--- src/rtl/fetch_ctrl.sv ---
// Fetch-stage sequencer: owns the fetch PC, runs the imem req/ready
// handshake and presents one registered instruction per cycle to IF/ID.
module fetch_ctrl #(
   parameter int                       DATA_WIDTH    = 32,
   parameter int                       ADDRESS_WIDTH = 32,
   parameter logic [ADDRESS_WIDTH-1:0] RESET_VECTOR  = '0,
   parameter logic [DATA_WIDTH-1:0]    NOP_INSTR     = 32'h0000_0013,
   parameter int                       MAX_WAIT      = 16
) (
   input  logic                     clk,
   input  logic                     rst,
   input  logic                     stall_f,
   input  logic [1:0]               pc_src_e,
   input  logic [ADDRESS_WIDTH-1:0] pc_target,
   output logic                     imem_req,
   output logic [ADDRESS_WIDTH-1:0] imem_addr,
   input  logic                     imem_ready,
   input  logic [DATA_WIDTH-1:0]    imem_rdata,
   output logic [ADDRESS_WIDTH-1:0] pc,
   output logic [ADDRESS_WIDTH-1:0] pc_plus4,
   output logic [DATA_WIDTH-1:0]    instr,
   output logic                     instr_valid,
   output logic                     fetch_err
);

   localparam int CW = $clog2(MAX_WAIT + 1);
   localparam logic [1:0] IDLE  = 2'd0;
   localparam logic [1:0] FETCH = 2'd1;
   localparam logic [1:0] HOLD  = 2'd2;
   localparam logic [ADDRESS_WIDTH-1:0] FOUR = ADDRESS_WIDTH'(4);
   localparam logic [CW-1:0] WMAX = CW'(MAX_WAIT);

   logic [1:0]               state_q, state_d;
   logic [ADDRESS_WIDTH-1:0] faddr_q, faddr_d;
   logic [ADDRESS_WIDTH-1:0] tgt_q, tgt_d;
   logic                     drop_q, drop_d;
   logic [ADDRESS_WIDTH-1:0] pc_q, pc_d;
   logic [ADDRESS_WIDTH-1:0] pc4_q, pc4_d;
   logic [DATA_WIDTH-1:0]    instr_q, instr_d;
   logic                     valid_q, valid_d;
   logic [DATA_WIDTH-1:0]    skid_q, skid_d;
   logic [ADDRESS_WIDTH-1:0] skid_pc_q, skid_pc_d;
   logic [CW-1:0]            wcnt_q, wcnt_d;
   logic                     err_q, err_d;

   logic                     xfer;
   logic                     redir;
   logic [ADDRESS_WIDTH-1:0] target;

   assign imem_req    = (state_q == FETCH);
   assign imem_addr   = faddr_q;
   assign pc          = pc_q;
   assign pc_plus4    = pc4_q;
   assign instr       = instr_q;
   assign instr_valid = valid_q;
   assign fetch_err   = err_q;

   assign xfer  = imem_req & imem_ready;
   assign redir = (pc_src_e == 2'b01) | (pc_src_e == 2'b10);
   assign target = pc_src_e[1] ?
                   {RESET_VECTOR[ADDRESS_WIDTH-1:2], 2'b00} :
                   {pc_target[ADDRESS_WIDTH-1:2], 2'b00};

   always_comb begin
      state_d   = state_q;
      faddr_d   = faddr_q;
      tgt_d     = tgt_q;
      drop_d    = drop_q;
      pc_d      = pc_q;
      instr_d   = instr_q;
      valid_d   = valid_q;
      skid_d    = skid_q;
      skid_pc_d = skid_pc_q;
      wcnt_d    = wcnt_q;

      if (!stall_f) begin
         valid_d = 1'b0;
         instr_d = NOP_INSTR;
      end

      if (xfer)
         wcnt_d = '0;
      else if (imem_req && wcnt_q != WMAX)
         wcnt_d = wcnt_q + 1'b1;
      err_d = err_q | (wcnt_d == WMAX);

      if (redir) begin
         valid_d = 1'b0;
         instr_d = NOP_INSTR;
         state_d = FETCH;
         // An in-flight request must finish at its old address first
         if (imem_req && !imem_ready) begin
            drop_d = 1'b1;
            tgt_d  = target;
         end else begin
            faddr_d = target;
            drop_d  = 1'b0;
         end
      end else begin
         case (state_q)
            IDLE: state_d = FETCH;
            FETCH: begin
               if (xfer && drop_q) begin
                  drop_d  = 1'b0;
                  faddr_d = tgt_q;
               end else if (xfer) begin
                  faddr_d = faddr_q + FOUR;
                  if (!valid_q || !stall_f) begin
                     pc_d    = faddr_q;
                     instr_d = imem_rdata;
                     valid_d = 1'b1;
                  end else begin
                     skid_d    = imem_rdata;
                     skid_pc_d = faddr_q;
                     state_d   = HOLD;
                  end
               end
            end
            HOLD: begin
               if (!stall_f) begin
                  pc_d    = skid_pc_q;
                  instr_d = skid_q;
                  valid_d = 1'b1;
                  state_d = FETCH;
               end
            end
            default: state_d = IDLE;
         endcase
      end

      pc4_d = pc_d + FOUR;
   end

   always_ff @(posedge clk or negedge rst) begin
      if (!rst) begin
         state_q   <= IDLE;
         faddr_q   <= RESET_VECTOR;
         tgt_q     <= RESET_VECTOR;
         drop_q    <= 1'b0;
         pc_q      <= RESET_VECTOR;
         pc4_q     <= RESET_VECTOR + FOUR;
         instr_q   <= NOP_INSTR;
         valid_q   <= 1'b0;
         skid_q    <= '0;
         skid_pc_q <= RESET_VECTOR;
         wcnt_q    <= '0;
         err_q     <= 1'b0;
      end else begin
         state_q   <= state_d;
         faddr_q   <= faddr_d;
         tgt_q     <= tgt_d;
         drop_q    <= drop_d;
         pc_q      <= pc_d;
         pc4_q     <= pc4_d;
         instr_q   <= instr_d;
         valid_q   <= valid_d;
         skid_q    <= skid_d;
         skid_pc_q <= skid_pc_d;
         wcnt_q    <= wcnt_d;
         err_q     <= err_d;
      end
   end

endmodule

--- config.mk ---
export PLATFORM = sky130hd
export DESIGN_NAME = fetch_ctrl
export DESIGN_NICKNAME = d
export VERILOG_FILES = /design/src/rtl/fetch_ctrl.sv
export SDC_FILE = /design/constraint.sdc
export NUM_CORES = 1
export LEC_CHECK = 0
export ABC_AREA = 1
export CAP_MARGIN = 15
export CELL_PAD_IN_SITES_DETAIL_PLACEMENT = 0
export CELL_PAD_IN_SITES_GLOBAL_PLACEMENT = 1
export CORE_UTILIZATION = 51
export DETAILED_ROUTE_END_ITERATION = 16
export DONT_BUFFER_PORTS = 1
export PLACE_DENSITY_LB_ADDON = 0.1
export SYNTH_ARGS = -nofsm -noshare
export SYNTH_HDL_FRONTEND = slang
export SYNTH_SLANG_ARGS = --single-unit
--- constraint.sdc ---
create_clock -name clk -period 5.7 [get_ports clk]
set_input_delay 1.71 -clock clk [delete_from_list [all_inputs] [get_ports clk]]
set_output_delay 1.71 -clock clk [all_outputs]
set_load 0.05 [all_outputs]
==> impl_metrics.ini, run 1 <==
[outcome]
status = complete, no violations

[worst_setup_path]
worst-r2r-cell-count = 13
critPathCaptureType = register
cp.required_ns = 6.11
critPathKind = reg -> reg
timing.rr.start = state_q[1]
cp_max_fo = 22
startpoint_type = register
critPathArrivalTime_ns = 4.35
reg2reg_to = pc_plus4[16]
r2r_setup_slack_ns = 1.76

[timing]
maxSlewViolCount = 0
relSlewSlack = 0.347
hold_viol_final = 0
timing.final.crit_share = 0.691
setup_violations = 0
timing.setup.tns_ns = 0
min_period_ns = 3.94
holdWs_ns = 0.480
rsz0062_at_grt = no
worst_slew_pin_slew_ns = 0.980
max_freq_mhz = 254
fin_worst_skew_ns = 0.0111
worst_slack_ns = 1.76

[floorplan]
ioPinCount = 201
die_w_um = 151
row_count = 54
die_area_um2 = 22900
start_util = 0.521
fp.dieH_um = 151
core_um2 = 21800

[layout]
fin_util = 0.571
nNetsFinal = 1410
areaGrowthSynthToFinish_pct = 9.66
drive_above_1_share = 0.110
layout.cells.non_filler = 1629
final_cell_area_um2 = 12500
diodes = 0

[placement]
dp.final_hpwl_um = 21100
placed_cells = 1583
pre_cts_ws_ns = 1.28
placedInstanceArea_um2 = 11500
portBuffers = 0
routabilityCongestion = 0.835

[yosys]
synth_top_area_frac = 0.489
synth_area_per_cell_um2 = 8.37
netlist_area_um2 = 11400
synth.area.top_cells = dfrtp_1 49%, nand2_1 10%, nor2_1 4.6%, o21ai_0 4.4%, inv_1 4.0%
synth_ff_type = dfrtp_1
seq_area_frac_synth = 0.498
synth_top_area_cell = dfrtp_1
yosys_register_bits = 226
synth-edff-count = 0
synthArstFlopShare = 1.00
synth_cells = 1357
ys_types = 48
yosys_warnings = 0

[route]
first_pass_iters = 5
wl_met1_um = 13900
drt-total-wl_um = 30400
wl_met2_um = 13400
final_antenna_net_count = 0
wl_per_cell_um = 18.6
viasPerCell = 5.57
dr_total_vias = 9072
remaining_drc_errors = 0
wl_met3_um = 2350
drtIter0Drc = 640
top_layer = met5

[global_route]
grt_first_pass_wirelength_um = 48000
antenna_found_initial = 0
grt_pass1_vias = 8469
grt_max_degree = 227
grt-ovfl-total = 0
track_usage = 0.271

[cts]
cts_buffer_depth = 3
cts_resized = 0
cts_buffers = 25
cts_tree = done
cts.clk_slew.worst_paths_ns = 0.06
cts_max_level = 1
cts_setup_buffers = 0
cts_sinks = 226
cts_root_buf = clkbuf_16
clk-insertion-delay-late_ns = 0.53
hold_buffers = 0

[power_and_ir_drop]
p_leak_nw = 5.82
cellPowerDensity_nw_per_um2 = 644
ir_worst_vdd_uv = 313
power_mw = 8.02

[hold_path]
holdPathStages = 2
min_path_type = reg -> reg
worstHoldStart = tgt_q[4]
holdPathEnd = tgt_q[4]

[job]
drv_cap = 0
[registers in the layout (all words and copies together) (netlist names)]
signal	flops
pc_plus4	32
skid_q	32
instr	32
state_q	2
wcnt_q	5
imem_addr	30
skid_pc_q	30
fetch_err	1
drop_q	1
tgt_q	30
instr_valid	1
pc	30
[critical path: stages (launching register included)]
cell	delay, ns
dfrtp_1	0.40
inv_1	0.12
ha_1	0.82
nand2_4	0.28
nor2_4	0.54
nand2_1	0.22
o21ai_2	0.22
nor2_4	0.07
inv_1	0.13
ha_1	0.30
nand3_2	0.19
nor2_2	0.24
nand3_1	0.12
xnor2_1	0.14
[cells in the final DEF, fill, tap and decap left out, types with 3 or more instances in the layout]
cell,count
nor3_1,8
o22ai_1,9
nand3_1,82
a32o_1,7
nand2_1,314
o21ai_0,99
inv_2,10
nor2_2,11
nor2_8,3
a31oi_1,20
nor2_4,3
dfstp_2,4
xor2_1,15
dfrtp_1,222
o311ai_0,4
xnor2_1,7
clkbuf_8,10
mux2_2,29
a211oi_1,9
buf_4,11
o211ai_1,19
nor4_1,4
clkbuf_16,25
nor2_1,140
nand3b_1,6
bufinv_16,5
nand3_2,3
inv_1,120
nand4_1,12
ha_1,9
nand2_2,23
a22oi_1,31
a21oi_1,51
[routing by layer]
| metal | track usage | vias to the layer above |
|---|---|---|
| met3 | 0.0596 | 42 |
| met5 | 0.0159 | - |
| met2 | 0.406 | 272 |
| met1 | 0.395 | 4321 |
| met4 | 0.0615 | 2 |
| li1 | - | 4435 |
[power breakdown]
| part | internal [mW] | switching, mW |
|---|---|---|
| Clock | 1.16 | 0.659 |
| Sequential | 2.19 | 1.71 |
| Combinational | 0.754 | 1.55 |
[final cells by class]
class,instances,area [um2]
well taps,280,350
repair buffers,12,110
flip-flops and latches,226,5660
clock inverters,8,171
multi-input cells,933,4890
inverters,133,502
fillers,2029,9370
clock buffers,37,771
[cells in the mapped netlist, types with 2 or more instances]
cell type / number
nand2_1: 314
dfrtp_1: 222
nor2_1: 140
inv_1: 120
o21ai_0: 99
nand3_1: 83
a21oi_1: 51
clkbuf_1: 44
a22oi_1: 31
mux2_2: 29
nand2_2: 23
a31oi_1: 20
o211ai_1: 19
xor2_1: 15
nand4_1: 12
nor2_2: 11
inv_2: 10
a211oi_1: 9
ha_1: 9
o22ai_1: 9
nor3_1: 8
a32o_1: 7
buf_1: 7
buf_4: 7
xnor2_1: 7
buf_6: 6
nand3b_1: 6
dfstp_2: 4
nor4_1: 4
o311ai_0: 4
nand3_2: 3
nor2_4: 3
nor2_8: 3
buf_2: 2
clkinv_1: 2
nand2_4: 2
[how the worst max path moves through the flow]
stage / slack [ns] / to / start / cells past startpoint
after CTS: 1.73 / pc_plus4[16] / state_q[1] / 13
final: 1.76 / pc_plus4[16] / state_q[1] / 13
after floorplan: 2.13 / pc_plus4[16] / stall_f / 14
after global routing: 1.39 / pc_plus4[16] / state_q[1] / 13
after global placement: 1.29 / pc_plus4[18] / pc_src_e[1] / 15
after detailed placement: 1.28 / pc_plus4[18] / pc_src_e[1] / 15
[cell families (layout without fill, tap and decap cells)]
kind of cell / Yosys count / after routing / synth area share
other: 1 / 2 / 0.000330
adder cells (fa/ha/maj): 9 / 9 / 0.00991
buffers and inverters: 199 / 190 / 0.0725
flip-flops: 226 / 226 / 0.498
AO/OA/AOI/OAI: 255 / 255 / 0.134
multiplexers: 29 / 29 / 0.0287
XOR/XNOR: 22 / 22 / 0.0170
AND/OR/NAND/NOR: 616 / 616 / 0.239
Note: power is estimated with default switching activity, not from simulation.
==> run 2, diff against run 1 <==
Settings changed: CORE_UTILIZATION 51 to 48.
Clock period 5.7 ns to 4 ns, I/O delays scaled along.
==> run 2 against run 1 <==
Effect of this change:
- non-clock buffer count grew 9
- first-iteration DRC count rose by 13%
- clock power is 25% higher
- clock-buffer cell count shrank 3
- global-route usage shrank 1.1 points
- wire length up 1.7%
==> impl_metrics.ini, run 2 (synthesized netlist as in run 1, its figures left out) <==
[outcome]
status = complete, no violations

[layout]
areaGrowthSynthToFinish_pct = 9.54
layout.cells.non_filler = 1672
nNetsFinal = 1419
drive_above_1_share = 0.115
final_common_cell = nand2_1
layout_common_cells = 314 x nand2_1, 222 x dfrtp_1, 140 x nor2_1, 120 x inv_1, 99 x o21ai_0
diodes = 0
final_cell_area_um2 = 12400

[global_route]
grt_pass1_vias = 8747
grt-ovfl-total = 0
antenna_found_initial = 0
track_usage = 0.260
grt_first_pass_wirelength_um = 49600
grt_max_degree = 227

[timing]
worst_slew_pin_slew_ns = 0.941
timing.setup.tns_ns = 0
timing.final.crit_share = 0.790
max_freq_mhz = 317
relSlewSlack = 0.372
min_period_ns = 3.16
holdWs_ns = 0.367
fin_worst_skew_ns = 0.0136
rsz0062_at_grt = no
worst_slack_ns = 0.841
maxSlewViolCount = 0
setup_violations = 0
hold_viol_final = 0

[worst_setup_path]
timing.rr.start = state_q[1]
critPathArrivalTime_ns = 3.57
cp.required_ns = 4.41
startpoint_type = register
critPathCaptureType = register
crit_top_cell = inv_1
worst-r2r-cell-count = 10
cp_max_fo = 17
crit_slowest_cell = clkinv_1
reg2reg_to = tgt_q[28]
critPathKind = reg -> reg
r2r_setup_slack_ns = 0.84
max_stage_delay_ns = 0.49
cp_cell_sequence = inv_1 -> ha_1 -> buf_4 -> inv_1 -> nor2_1 -> buf_4 -> inv_1 -> nor2_2 -> clkinv_1 -> a32o_1

[cts]
clk-insertion-delay-late_ns = 0.53
cts_buffer_depth = 3
cts_buffers = 25
cts_sinks = 226
cts_max_level = 1
cts_root_buf = clkbuf_16
cts_resized = 0
cts_tree = done
cts.clk_slew.worst_paths_ns = 0.06
hold_buffers = 0
cts_setup_buffers = 0

[route]
remaining_drc_errors = 0
final_antenna_net_count = 0
dr_total_vias = 9007
viasPerCell = 5.39
wl_per_cell_um = 18.5
first_pass_iters = 7
drt-total-wl_um = 30900
drtIter0Drc = 720

[floorplan]
start_util = 0.496
core_um2 = 22900
fp.dieH_um = 156
ioPinCount = 201
die_area_um2 = 24300
die_w_um = 156
row_count = 55

[placement]
routabilityCongestion = 0.870
pre_cts_ws_ns = 0.268
placed_cells = 1625
placedInstanceArea_um2 = 11600
dp.final_hpwl_um = 21700
portBuffers = 0

[power_and_ir_drop]
p_leak_nw = 5.81
cellPowerDensity_nw_per_um2 = 900
ir_worst_vdd_uv = 610

[hold_path]
min_path_type = in -> async

[job]
drv_cap = 0
==> run 2: layout make-up <==
cell class / instances / area (um2)
sequential: 226 / 5660
inverter: 133 / 502
clock inverter: 12 / 116
clock buffer: 34 / 699
multi-input combinational: 933 / 4900
fill: 2226 / 10500
timing repair buffer: 21 / 178
tap: 313 / 392
==> run 2: worst max-delay path: cells and delay by family (launching register included) <==
kind            cells  cell delay (ns)
compound gates      1             0.41
fa+ha+maj           1             0.23
buf+inv             6             1.66
flops               1             0.39
simple gates        2             0.34
==> run 2: metrics by stage <==
stage,power (mW),utilization
floorplan,7.88,-
global placement,8.85,0.507
detailed placement,8.93,0.507
CTS,11.2,0.542
global route,11.9,0.543
finish,11.2,0.543
==> run 2: report_power, final <==
group          leakage, nW  internal, mW  switching [mW]
combinational         2.48          1.12            2.25
clock                0.407          1.35           0.930
sequential            2.92          3.13            2.42
total                 5.81          5.60            5.60
==> run 2: how the worst max path moves through the flow <==
stage / startpoint / cells past startpoint / endpoint
finish: state_q[1] / 10 / tgt_q[28]
global route: state_q[1] / 10 / tgt_q[19]
detailed placement: pc_src_e[1] / 9 / imem_addr[17]
floorplan: stall_f / 14 / pc_plus4[16]
global placement: pc_src_e[1] / 9 / imem_addr[20]
CTS: state_q[1] / 9 / imem_addr[17]
==> run 2: layer usage <==
| layer | track usage | share of wire | routed length (um) | vias to the layer above |
|---|---|---|---|---|
| met5 | 0 | 0 | 0 | - |
| met4 | 0.0528 | 0.017 | 514 | 0 |
| met3 | 0.0603 | 0.080 | 2490 | 35 |
| met2 | 0.397 | 0.44 | 13600 | 288 |
| met1 | 0.375 | 0.46 | 14300 | 4239 |
| li1 | - | - | - | 4445 |
